--- config.mk ---
export PLATFORM = sky130hd
export DESIGN_NAME = gba_timer_unit
export DESIGN_NICKNAME = d
export VERILOG_FILES = /design/src/rtl/gba_timer_pkg.sv /design/src/rtl/gba_timer_channel.sv /design/src/rtl/gba_timer_unit.sv
export SDC_FILE = /design/constraint.sdc
export NUM_CORES = 1
export LEC_CHECK = 0
export ABC_CLOCK_PERIOD_IN_PS = 5900
export BUFFER_PORTS_ARGS = -buffer_cell sky130_fd_sc_hd__buf_4
export CAP_MARGIN = 15
export CORE_MARGIN = 3
export CORE_UTILIZATION = 55
export CTS_CLUSTER_DIAMETER = 30
export DETAILED_ROUTE_END_ITERATION = 16
export PLACE_DENSITY_LB_ADDON = 0.12
export SETUP_SLACK_MARGIN = 0.4
export SLEW_MARGIN = 20
export SYNTH_ARGS = -nofsm -noshare
export SYNTH_HDL_FRONTEND = slang
export SYNTH_HIERARCHICAL = 1
export SYNTH_SLANG_ARGS = --single-unit
export TNS_END_PERCENT = 50
--- constraint.sdc ---
create_clock -name clock -period 5.9 [get_ports clock]
set_input_delay 0.885 -clock clock [delete_from_list [all_inputs] [get_ports clock]]
set_output_delay 0.885 -clock clock [all_outputs]
set_load 0.01 [all_outputs]
--- src/rtl/gba_timer_pkg.sv ---
// ---------------------------------------------------------------------------
// gba_timer_pkg
// Shared types and constants for the GBA timer block (TM0-TM3).
//   prescale_e   : TMxCNT_H[1:0] divider select (/1, /64, /256, /1024)
//   timer_ctrl_t : decoded TMxCNT_H control fields
//   ps_div_m1()  : terminal count of the prescale counter for a divider
//   ctrl_to_bits(): packs the control struct back into the CNT_H layout
// ---------------------------------------------------------------------------
package gba_timer_pkg;

  typedef enum logic [1:0] {
    PS_1    = 2'd0,
    PS_64   = 2'd1,
    PS_256  = 2'd2,
    PS_1024 = 2'd3
  } prescale_e;

  // TMxCNT_H bit positions
  localparam int PS_LSB    = 0;
  localparam int CU_BIT    = 2;
  localparam int IRQ_BIT   = 6;
  localparam int START_BIT = 7;

  // Bits of TMxCNT_H that hold state; everything else reads as 0
  localparam logic [15:0] CNT_H_WMASK = 16'h00C7;

  // Prescale counter must reach 1023 for the /1024 setting
  localparam int PS_W = 10;

  typedef struct packed {
    logic      start;
    logic      irq_en;
    logic      count_up;
    prescale_e prescale;
  } timer_ctrl_t;

  function automatic logic [PS_W-1:0] ps_div_m1(input prescale_e ps);
    case (ps)
      PS_1:    return 10'd0;
      PS_64:   return 10'd63;
      PS_256:  return 10'd255;
      default: return 10'd1023;
    endcase
  endfunction

  function automatic logic [15:0] ctrl_to_bits(input timer_ctrl_t c);
    logic [15:0] b;
    b                 = '0;
    b[PS_LSB +: 2]    = c.prescale;
    b[CU_BIT]         = c.count_up;
    b[IRQ_BIT]        = c.irq_en;
    b[START_BIT]      = c.start;
    return b;
  endfunction

endpackage

--- src/rtl/gba_timer_channel.sv ---
// ---------------------------------------------------------------------------
// gba_timer_channel
// One GBA timer channel: reload register, live counter, CNT_H control,
// prescaler and cascade (count-up) input.
// Optional: GBA_TIMER_START_DELAY_EN adds a 2-cycle counting holdoff after
// a 0->1 start (counter still loads at the write edge).
// Ports:
//   clock, reset_n : system clock, synchronous active-low reset
//   wr_lo_i        : write strobe for CNT_L (reload register)
//   wr_hi_i        : write strobe for CNT_H (control)
//   wr_data_i      : write data
//   cascade_i      : same-cycle overflow of the previous channel
//   count_o        : live counter value
//   cnt_h_o        : CNT_H readback
//   ovf_o          : combinational overflow this cycle (feeds next channel)
//   irq_o          : registered one-cycle overflow interrupt pulse
// ---------------------------------------------------------------------------
module gba_timer_channel
  import gba_timer_pkg::*;
#(
  parameter int CNT_W      = 16,
  parameter bit CASCADE_EN = 1'b1  // ch0 has no predecessor: count-up ignored
) (
  input  logic             clock,
  input  logic             reset_n,
  input  logic             wr_lo_i,
  input  logic             wr_hi_i,
  input  logic [CNT_W-1:0] wr_data_i,
  input  logic             cascade_i,
  output logic [CNT_W-1:0] count_o,
  output logic [15:0]      cnt_h_o,
  output logic             ovf_o,
  output logic             irq_o
);

  timer_ctrl_t      ctrl_q, ctrl_d, wr_ctrl;
  logic [CNT_W-1:0] cnt_q, cnt_d;
  logic [CNT_W-1:0] reload_q, reload_d;
  logic [PS_W-1:0]  ps_q, ps_d;
  logic             irq_q, irq_d;

  logic starting, stopping, run, counting, use_casc, ps_tick, tick, ovf;

  always_comb begin
    wr_ctrl          = '0;
    wr_ctrl.prescale = prescale_e'(wr_data_i[PS_LSB +: 2]);
    wr_ctrl.count_up = wr_data_i[CU_BIT];
    wr_ctrl.irq_en   = wr_data_i[IRQ_BIT];
    wr_ctrl.start    = wr_data_i[START_BIT];
  end

  assign starting = wr_hi_i &&  wr_ctrl.start && !ctrl_q.start;
  // A stop written on the same edge as a tick wins: no count, no overflow.
  assign stopping = wr_hi_i && !wr_ctrl.start;
  assign run      = ctrl_q.start && !stopping;

`ifdef GBA_TIMER_START_DELAY_EN
  logic [1:0] dly_q, dly_d;
  assign counting = run && (dly_q == 2'd0);

  always_comb begin
    dly_d = dly_q;
    if (starting) begin
      dly_d = 2'd2;
    end else if (dly_q != 2'd0) begin
      dly_d = dly_q - 2'd1;
    end
  end

  always_ff @(posedge clock) begin
    if (!reset_n) begin
      dly_q <= 2'd0;
    end else begin
      dly_q <= dly_d;
    end
  end
`else
  assign counting = run;
`endif

  // Current (pre-write) control is used this edge; CNT_H changes to a
  // running channel take effect from the next edge.
  assign use_casc = CASCADE_EN && ctrl_q.count_up;
  // >= keeps a shrinking divider from running the prescaler past its limit
  assign ps_tick  = (ps_q >= ps_div_m1(ctrl_q.prescale));
  assign tick     = counting && (use_casc ? cascade_i : ps_tick);
  assign ovf      = tick && (cnt_q == {CNT_W{1'b1}});

  always_comb begin
    ctrl_d   = wr_hi_i ? wr_ctrl : ctrl_q;
    reload_d = wr_lo_i ? wr_data_i : reload_q;
    cnt_d    = cnt_q;
    ps_d     = ps_q;
    irq_d    = ovf && ctrl_q.irq_en;
    if (starting) begin
      // A pending cascade tick is dropped: the channel was stopped this cycle
      cnt_d = reload_q;
      ps_d  = '0;
    end else begin
      if (counting && !use_casc) begin
        ps_d = ps_tick ? '0 : ps_q + 10'd1;
      end
      if (tick) begin
        // Overflow reloads from the pre-write reload value
        cnt_d = ovf ? reload_q : cnt_q + CNT_W'(1);
      end
    end
  end

  always_ff @(posedge clock) begin
    if (!reset_n) begin
      ctrl_q   <= '0;
      cnt_q    <= '0;
      reload_q <= '0;
      ps_q     <= '0;
      irq_q    <= 1'b0;
    end else begin
      ctrl_q   <= ctrl_d;
      cnt_q    <= cnt_d;
      reload_q <= reload_d;
      ps_q     <= ps_d;
      irq_q    <= irq_d;
    end
  end

  assign count_o = cnt_q;
  assign cnt_h_o = ctrl_to_bits(ctrl_q) & CNT_H_WMASK;
  assign ovf_o   = ovf;
  assign irq_o   = irq_q;

endmodule

--- src/rtl/gba_timer_unit.sv ---
// ---------------------------------------------------------------------------
// gba_timer_unit
// Four-channel GBA hardware timer block (TM0-TM3). One clock edge is one CPU
// cycle. Decodes the halfword register interface, chains channel overflows
// into the next channel's cascade input and returns registered read data.
// Optional: GBA_TIMER_START_DELAY_EN (see gba_timer_channel) adds a 2-cycle
// start latency.
// Ports:
//   clock, reset_n : system clock, synchronous active-low reset
//   wr_en, rd_en   : halfword write / read strobes
//   addr           : {ch[1:0], sel}; sel=0 CNT_L, sel=1 CNT_H
//   wr_data        : write data
//   rd_data        : read data, valid one cycle after rd_en
//   rd_valid       : high one cycle after rd_en
//   irq            : per-channel one-cycle overflow interrupt pulses
// ---------------------------------------------------------------------------
module gba_timer_unit
  import gba_timer_pkg::*;
#(
  parameter int NUM_CH = 4,
  parameter int CNT_W  = 16
) (
  input  logic              clock,
  input  logic              reset_n,
  input  logic              wr_en,
  input  logic              rd_en,
  input  logic [2:0]        addr,
  input  logic [15:0]       wr_data,
  output logic [15:0]       rd_data,
  output logic              rd_valid,
  output logic [NUM_CH-1:0] irq
);

  logic [NUM_CH-1:0] ovf;
  logic [NUM_CH-1:0] casc;
  logic [NUM_CH-1:0] wr_lo, wr_hi;
  logic [CNT_W-1:0]  cnt_arr  [NUM_CH];
  logic [15:0]       cnth_arr [NUM_CH];

  logic [15:0] rd_data_q, rd_data_d;
  logic        rd_valid_q;

  // Overflow of channel n-1 is channel n's cascade tick in the same cycle,
  // so a full ch0->ch3 ripple settles combinationally.
  assign casc = {ovf[NUM_CH-2:0], 1'b0};

  for (genvar g = 0; g < NUM_CH; g++) begin : g_ch
    assign wr_lo[g] = wr_en && !addr[0] && (addr[2:1] == 2'(g));
    assign wr_hi[g] = wr_en &&  addr[0] && (addr[2:1] == 2'(g));

    gba_timer_channel #(
      .CNT_W      (CNT_W),
      .CASCADE_EN (g != 0)
    ) u_ch (
      .clock     (clock),
      .reset_n   (reset_n),
      .wr_lo_i   (wr_lo[g]),
      .wr_hi_i   (wr_hi[g]),
      .wr_data_i (wr_data),
      .cascade_i (casc[g]),
      .count_o   (cnt_arr[g]),
      .cnt_h_o   (cnth_arr[g]),
      .ovf_o     (ovf[g]),
      .irq_o     (irq[g])
    );
  end

  // Reads sample pre-edge state, so a same-cycle write is not visible yet.
  always_comb begin
    rd_data_d = addr[0] ? cnth_arr[addr[2:1]] : cnt_arr[addr[2:1]];
  end

  always_ff @(posedge clock) begin
    if (!reset_n) begin
      rd_data_q  <= '0;
      rd_valid_q <= 1'b0;
    end else begin
      rd_valid_q <= rd_en;
      if (rd_en) begin
        rd_data_q <= rd_data_d;
      end
    end
  end

  assign rd_data  = rd_data_q;
  assign rd_valid = rd_valid_q;

endmodule

After elaboration in Yosys (flattened, before gate mapping):

Index checks and enable logic that the tools add are counted.

* register bits after elaboration: 209
* bits of input ports: 23
* output and inout port bits: 21
* word-level logic and storage cells: 161

* add/subtract/negate cells: 8
* bitwise logic cells: 2
* magnitude comparators: 5
* muxes and demuxes: 30
* eq/ne operators: 15
* reductions and logical operators: 67

Operators with widths (count)
* 16-bit two-way mux: 17
* 10-bit one-hot mux with 3 select lines: 4
* 16-bit by 1-bit adder with 16-bit output, second input constant: 4
* 16-bit binary-select mux with 2-bit select: 2
* 16-bit equality test, second input constant: 4
* 1-bit logical AND: 41
* 10-bit by 1-bit adder with 10-bit output, second input constant: 4
* 10-bit >= comparator: 4
* 10-bit two-way mux: 4
* 1-bit zero test: 13
* 2-bit equality test, second input constant: 6
* 2-bit by 1-bit equality test with 1-bit output, second input constant: 5
* 2-bit zero test: 5
* 2-bit nonzero test: 4
* 2-bit OR reduction: 4
* 3-bit >= comparator, second input constant: 1
* 1-bit two-way mux: 3
* 2-bit NOT with 3-bit output: 1
* 1-bit NOT: 1

Logic depth before layout (Yosys ltp):

* depth in word-level cells: 19
* gate-level depth with buffers: 24
* depth with buffers taken out: 16

Cells and area by module:

Netlist, hierarchy kept.

By module, submodules not included
* gba_timer_channel (g_ch[1].u_ch ...): cells each 292, area an instance 2532.4 um^2, instances 3, seq. area each 960.9 um^2
* gba_timer_channel (g_ch[0].u_ch): cells each 273, area an instance 2479.9 um^2, instances 1, seq. area each 960.9 um^2
* gba_timer_unit: cells each 208, area an instance 1760.4 um^2, instances 1, seq. area each 340.3 um^2

Least setup slack after synthesis:

Ideal clock, no wire load.

* path kind: in2reg
* start: input addr[1]
* end: register g_ch[3].u_ch.cnt_q[10]
* data required time: 5.840 ns
* library setup time: 0.060 ns
* arrival: 5.109 ns
* slack: 0.731 ns
* cell stages on the path: 23
* buffers on the path: 9
* cells stage by stage: buf_4 buf_4 clkbuf_1 nor3_1 buf_2 a21boi_1 nand3_1 nor2_1 o221ai_1 or2_1 clkbuf_2 buf_2 nor4_1 o221ai_1 or2_1 clkbuf_2 buf_2 nor4_1 o221ai_1 or2_1 clkbuf_2 o41ai_2 o221a_1

* longest elaborated chain between the ends: 19
* elaborated cells between the ends (all ways): 37
* classes of those cells: eq/ne (3); mux (6); reduce/logical (28)

Ends and longest elaborated chain
* start: declaration: RTL line gba_timer_unit.sv:27 `input logic [2:0] addr,`
* 2-bit zero test *: RTL line gba_timer_unit.sv:49 `assign wr_hi[g] = wr_en && addr[0] && (addr[2:1] == 2'(g));`
* 1-bit logical AND *: RTL line gba_timer_unit.sv:49
* net wr_hi[0]: RTL line gba_timer_unit.sv:36 `logic [NUM_CH-1:0] wr_lo, wr_hi;`
* 1-bit logical AND *: RTL line gba_timer_channel.sv:54 `assign stopping = wr_hi_i && !wr_ctrl.start;`
* 1-bit zero test *: RTL line gba_timer_channel.sv:55 `assign run = ctrl_q.start && !stopping;`
* 1-bit logical AND *: RTL line gba_timer_channel.sv:55
* 1-bit logical AND *: RTL line gba_timer_channel.sv:86 `assign tick = counting && (use_casc ? cascade_i : ps_tick);`
* 1-bit logical AND *: RTL line gba_timer_channel.sv:87 `assign ovf = tick && (cnt_q == {CNT_W{1'b1}});`
* net casc[1]: RTL line gba_timer_unit.sv:35 `logic [NUM_CH-1:0] casc;`
* [3 not listed]
* net casc[2]: RTL line gba_timer_unit.sv:35
* [2 not listed]
* 1-bit logical AND *: RTL line gba_timer_channel.sv:87
* net casc[3]: RTL line gba_timer_unit.sv:35
* 1-bit two-way mux *: RTL line gba_timer_channel.sv:86
* 1-bit logical AND *: RTL line gba_timer_channel.sv:86
* 1-bit logical AND: RTL line gba_timer_channel.sv:87
* 16-bit two-way mux: RTL line gba_timer_channel.sv:105 `cnt_d = ovf ? reload_q : cnt_q + CNT_W'(1);`
* 16-bit two-way mux: RTL line gba_timer_channel.sv:103 `if (tick) begin`
* 16-bit two-way mux: RTL line gba_timer_channel.sv:95 `if (starting) begin`
* end signal: assignment: RTL line gba_timer_channel.sv:119 `cnt_q <= cnt_d;`
* end: declaration: RTL line gba_timer_channel.sv:37 `logic [CNT_W-1:0] cnt_q, cnt_d;`

Mark *: on every way through the listed nets, which the timed path passes. The rest lies on a longest branch. The select of a mux whose other input is x is not followed.
A chain may end at the register's enable or synchronous reset.

Worst setup path in the final report:

* start: input addr[0]
* end: register g_ch[3].u_ch.cnt_q[10]

* longest elaborated chain between the ends: 19
* elaborated cells between the ends (all ways): 34
* classes of those cells: mux (6); reduce/logical (28)

Ends and longest elaborated chain (RTL line)
* 1-bit logical AND * (2 in a row): gba_timer_unit.sv:49
* net wr_hi[0]: gba_timer_unit.sv:36
* 1-bit logical AND *: gba_timer_channel.sv:54
* 1-bit zero test *: gba_timer_channel.sv:55
* 1-bit logical AND *: gba_timer_channel.sv:55
* 1-bit logical AND *: gba_timer_channel.sv:86
* 1-bit logical AND *: gba_timer_channel.sv:87
* net casc[1]: gba_timer_unit.sv:35
* [3 not listed]
* net casc[2]: gba_timer_unit.sv:35
* [2 not listed]
* 1-bit logical AND *: gba_timer_channel.sv:87
* net casc[3]: gba_timer_unit.sv:35
* 1-bit two-way mux *: gba_timer_channel.sv:86
* 1-bit logical AND *: gba_timer_channel.sv:86
* 1-bit logical AND: gba_timer_channel.sv:87
* 16-bit two-way mux: gba_timer_channel.sv:105
* 16-bit two-way mux: gba_timer_channel.sv:103
* 16-bit two-way mux: gba_timer_channel.sv:95

Marks and branches as above.

==> results by group <==
Synth
  • Mapped Area: 11800 um2
  • Syn Inst Count: 1355
  • Mapped Avg Cell Area: 8.73 um2
  • Yosys warns: 6

Timing
  • Final Hold Viols: 0
  • Worst Tran Pin Value: 0.917 ns
  • Slew headroom: 0.387
  • RSZ-0062 raised after global routing: no
  • Fmax: 197 MHz
  • Fin crit share: 0.861
  • Slew Limit Fails: 0
  • Tmin final: 5.08 ns
  • Final TNS setup: 0 ns
  • Final clock skew: 0.0202 ns
  • # setup viols final: 0

Clock tree
  • Clk buf depth: 3
  • H-tree Lvls: 2
  • Post-CTS Setup Inserts: 0
  • Hold bufs inserted after CTS: 0
  • Clock Pin Slew Worst Setup and Hold Paths: 0.05 ns
  • Clk sinks: 209
  • Total CTS buffers: 47
  • CTS tree: built
  • Later-pin clock latency in the skew report: 0.53 ns
  • Post-CTS sizing: 0
  • Root buf cell: clkbuf_16

GRT
  • Aggregate global-route resource usage: 0.279
  • Grt ovf: 0
  • Pin count of the biggest net entering global routing: 77
  • First-pass GRT wire length: 52800 um
  • Number of global-route vias before repair: 9475
  • Initial antenna violation count: 2

Final layout
  • Area growth from synthesis to layout: 15.5%
  • Final core utilization: 0.648
  • Nets: 1414
  • Post-Layout Cell Count: 1681
  • Share of cells above drive strength 1: 0.139
  • Filler instances: 1814
  • Commonest non-fill, non-tap cell in the layout: dfxtp_1
  • Ant diodes: 0
  • Final Cell Area: 13700 um2
  • Reg area: 4180 um2
  • Area occupied by multi-input gates: 6940 um2
  • Most frequent cells in the layout: 209 x dfxtp_1, 134 x mux2i_1, 114 x nand2_1

Detailed routing
  • Mean number of vias per cell: 6.02
  • Detailed Routing Iterations Pass 1: 5
  • Antenna viol nets, final: 0
  • DR DRC count: 0
  • Iter 0 DRT Violations: 998
  • Final WL: 33200 um
  • Drt wl/cell: 19.7 um
  • Vias: 10122

Placed design
  • Placed Area: 12000 um2
  • Dpl hpwl: 22300 um
  • Post-Place Cells: 1597
  • Final GP Congestion: 0.940
  • Port-buffer cells: 43

Critical path
  • Nature of the critical path endpoint: flop
  • Worst Path Required: 6.37 ns
  • Worst Setup Start Kind: primary input
  • Kind of critical path: primary input to flop
  • Crit Path Max Fanout: 22
  • CP arrival: 5.55 ns

Die
  • DIE AREA: 23300 um2
  • DIE HEIGHT: 153 um
  • Initial Util: 0.561
  • Io pins: 44
  • Die Wd: 153 um
  • Std cell rows: 53
  • Core area: 21100 um2

Status
  • Status: completed

Pwr
  • LEAKAGE: 0.00492 uW
  • Power per cell area: 326 nW/um2
  • Max IR drop VDD: 0.257 mV
  • Tot Pwr: 4460 uW

Min path
  • Hold Crit Class: flop to flop

Run
  • Max_cap viols: 0
==> metal layers <==
layer | wire, um | track usage | up-vias
met3 | 2190 | 0.0491 | 80
met2 | 14000 | 0.399 | 376
met5 | 16 | 0 | -
met4 | 1510 | 0.130 | 2
met1 | 15500 | 0.407 | 4809
li1 | - | - | 4855
==> registers in the layout, summed over array words and instances, names as in the netlist <==
signal,count
g_ch.u_ch/reload_q,64
g_ch.u_ch/ps_q,40
rd_data,16
rd_valid,1
g_ch.u_ch/use_casc,3
g_ch.u_ch/irq_o,4
g_ch.u_ch/count_o,64
g_ch.u_ch/cnt_h_o,17
==> final timing paths <==
| check | from | end | slack, ns | cells past startpoint |
|---|---|---|---|---|
| setup / recovery | addr[0] | g_ch[3].u_ch/count_o[10] | 0.82 | 19 |
| hold / removal | g_ch[0].u_ch/reload_q[1] | g_ch[0].u_ch/count_o[1] | 0.50 | 2 |
| setup reg to reg | g_ch[0].u_ch/cnt_h_o[1] | g_ch[3].u_ch/count_o[10] | 0.88 | 17 |
| hold reg to reg | g_ch[0].u_ch/reload_q[1] | g_ch[0].u_ch/count_o[1] | 0.50 | 2 |
==> report_power, final <==
group          total [uW]  internal, uW  leakage, uW  switching [uW]
registers            1460          1440      0.00169            23.2
clock network        2750          1930     0.000820             818
logic                 244          94.9      0.00241             149
==> stage by stage <==
step                worst slack, ns  hold slack [ns]
global route                  0.400            0.505
global placement              0.346            0.469
finish                        0.820            0.498
floorplan                     0.731            0.436
detailed placement            0.267            0.475
CTS                           0.861            0.487
==> critical path, cell delays in order <==
cell	delay [ns]
buf_4	0.20
nand2_1	0.21
nor3_1	0.07
buf_4	0.17
a21boi_1	0.13
buf_4	0.16
nand3_1	0.13
nor2_1	0.22
o221ai_1	0.20
or2_1	0.25
buf_4	0.19
nor4_1	0.45
o221ai_1	0.21
or2_1	0.45
nor4_1	0.34
o221ai_1	0.19
or2_1	0.44
o41ai_2	0.39
o221a_1	0.22
==> area by class of cell <==
type,count,area share
timing repair buffer,54,0.0306
clock buffer,60,0.0972
inverter,25,0.00687
multi-input combinational,1034,0.508
tap,275,0.0252
sequential,209,0.306
clock inverter,24,0.0259
No activity file was read; power rests on OpenSTA's default activity.
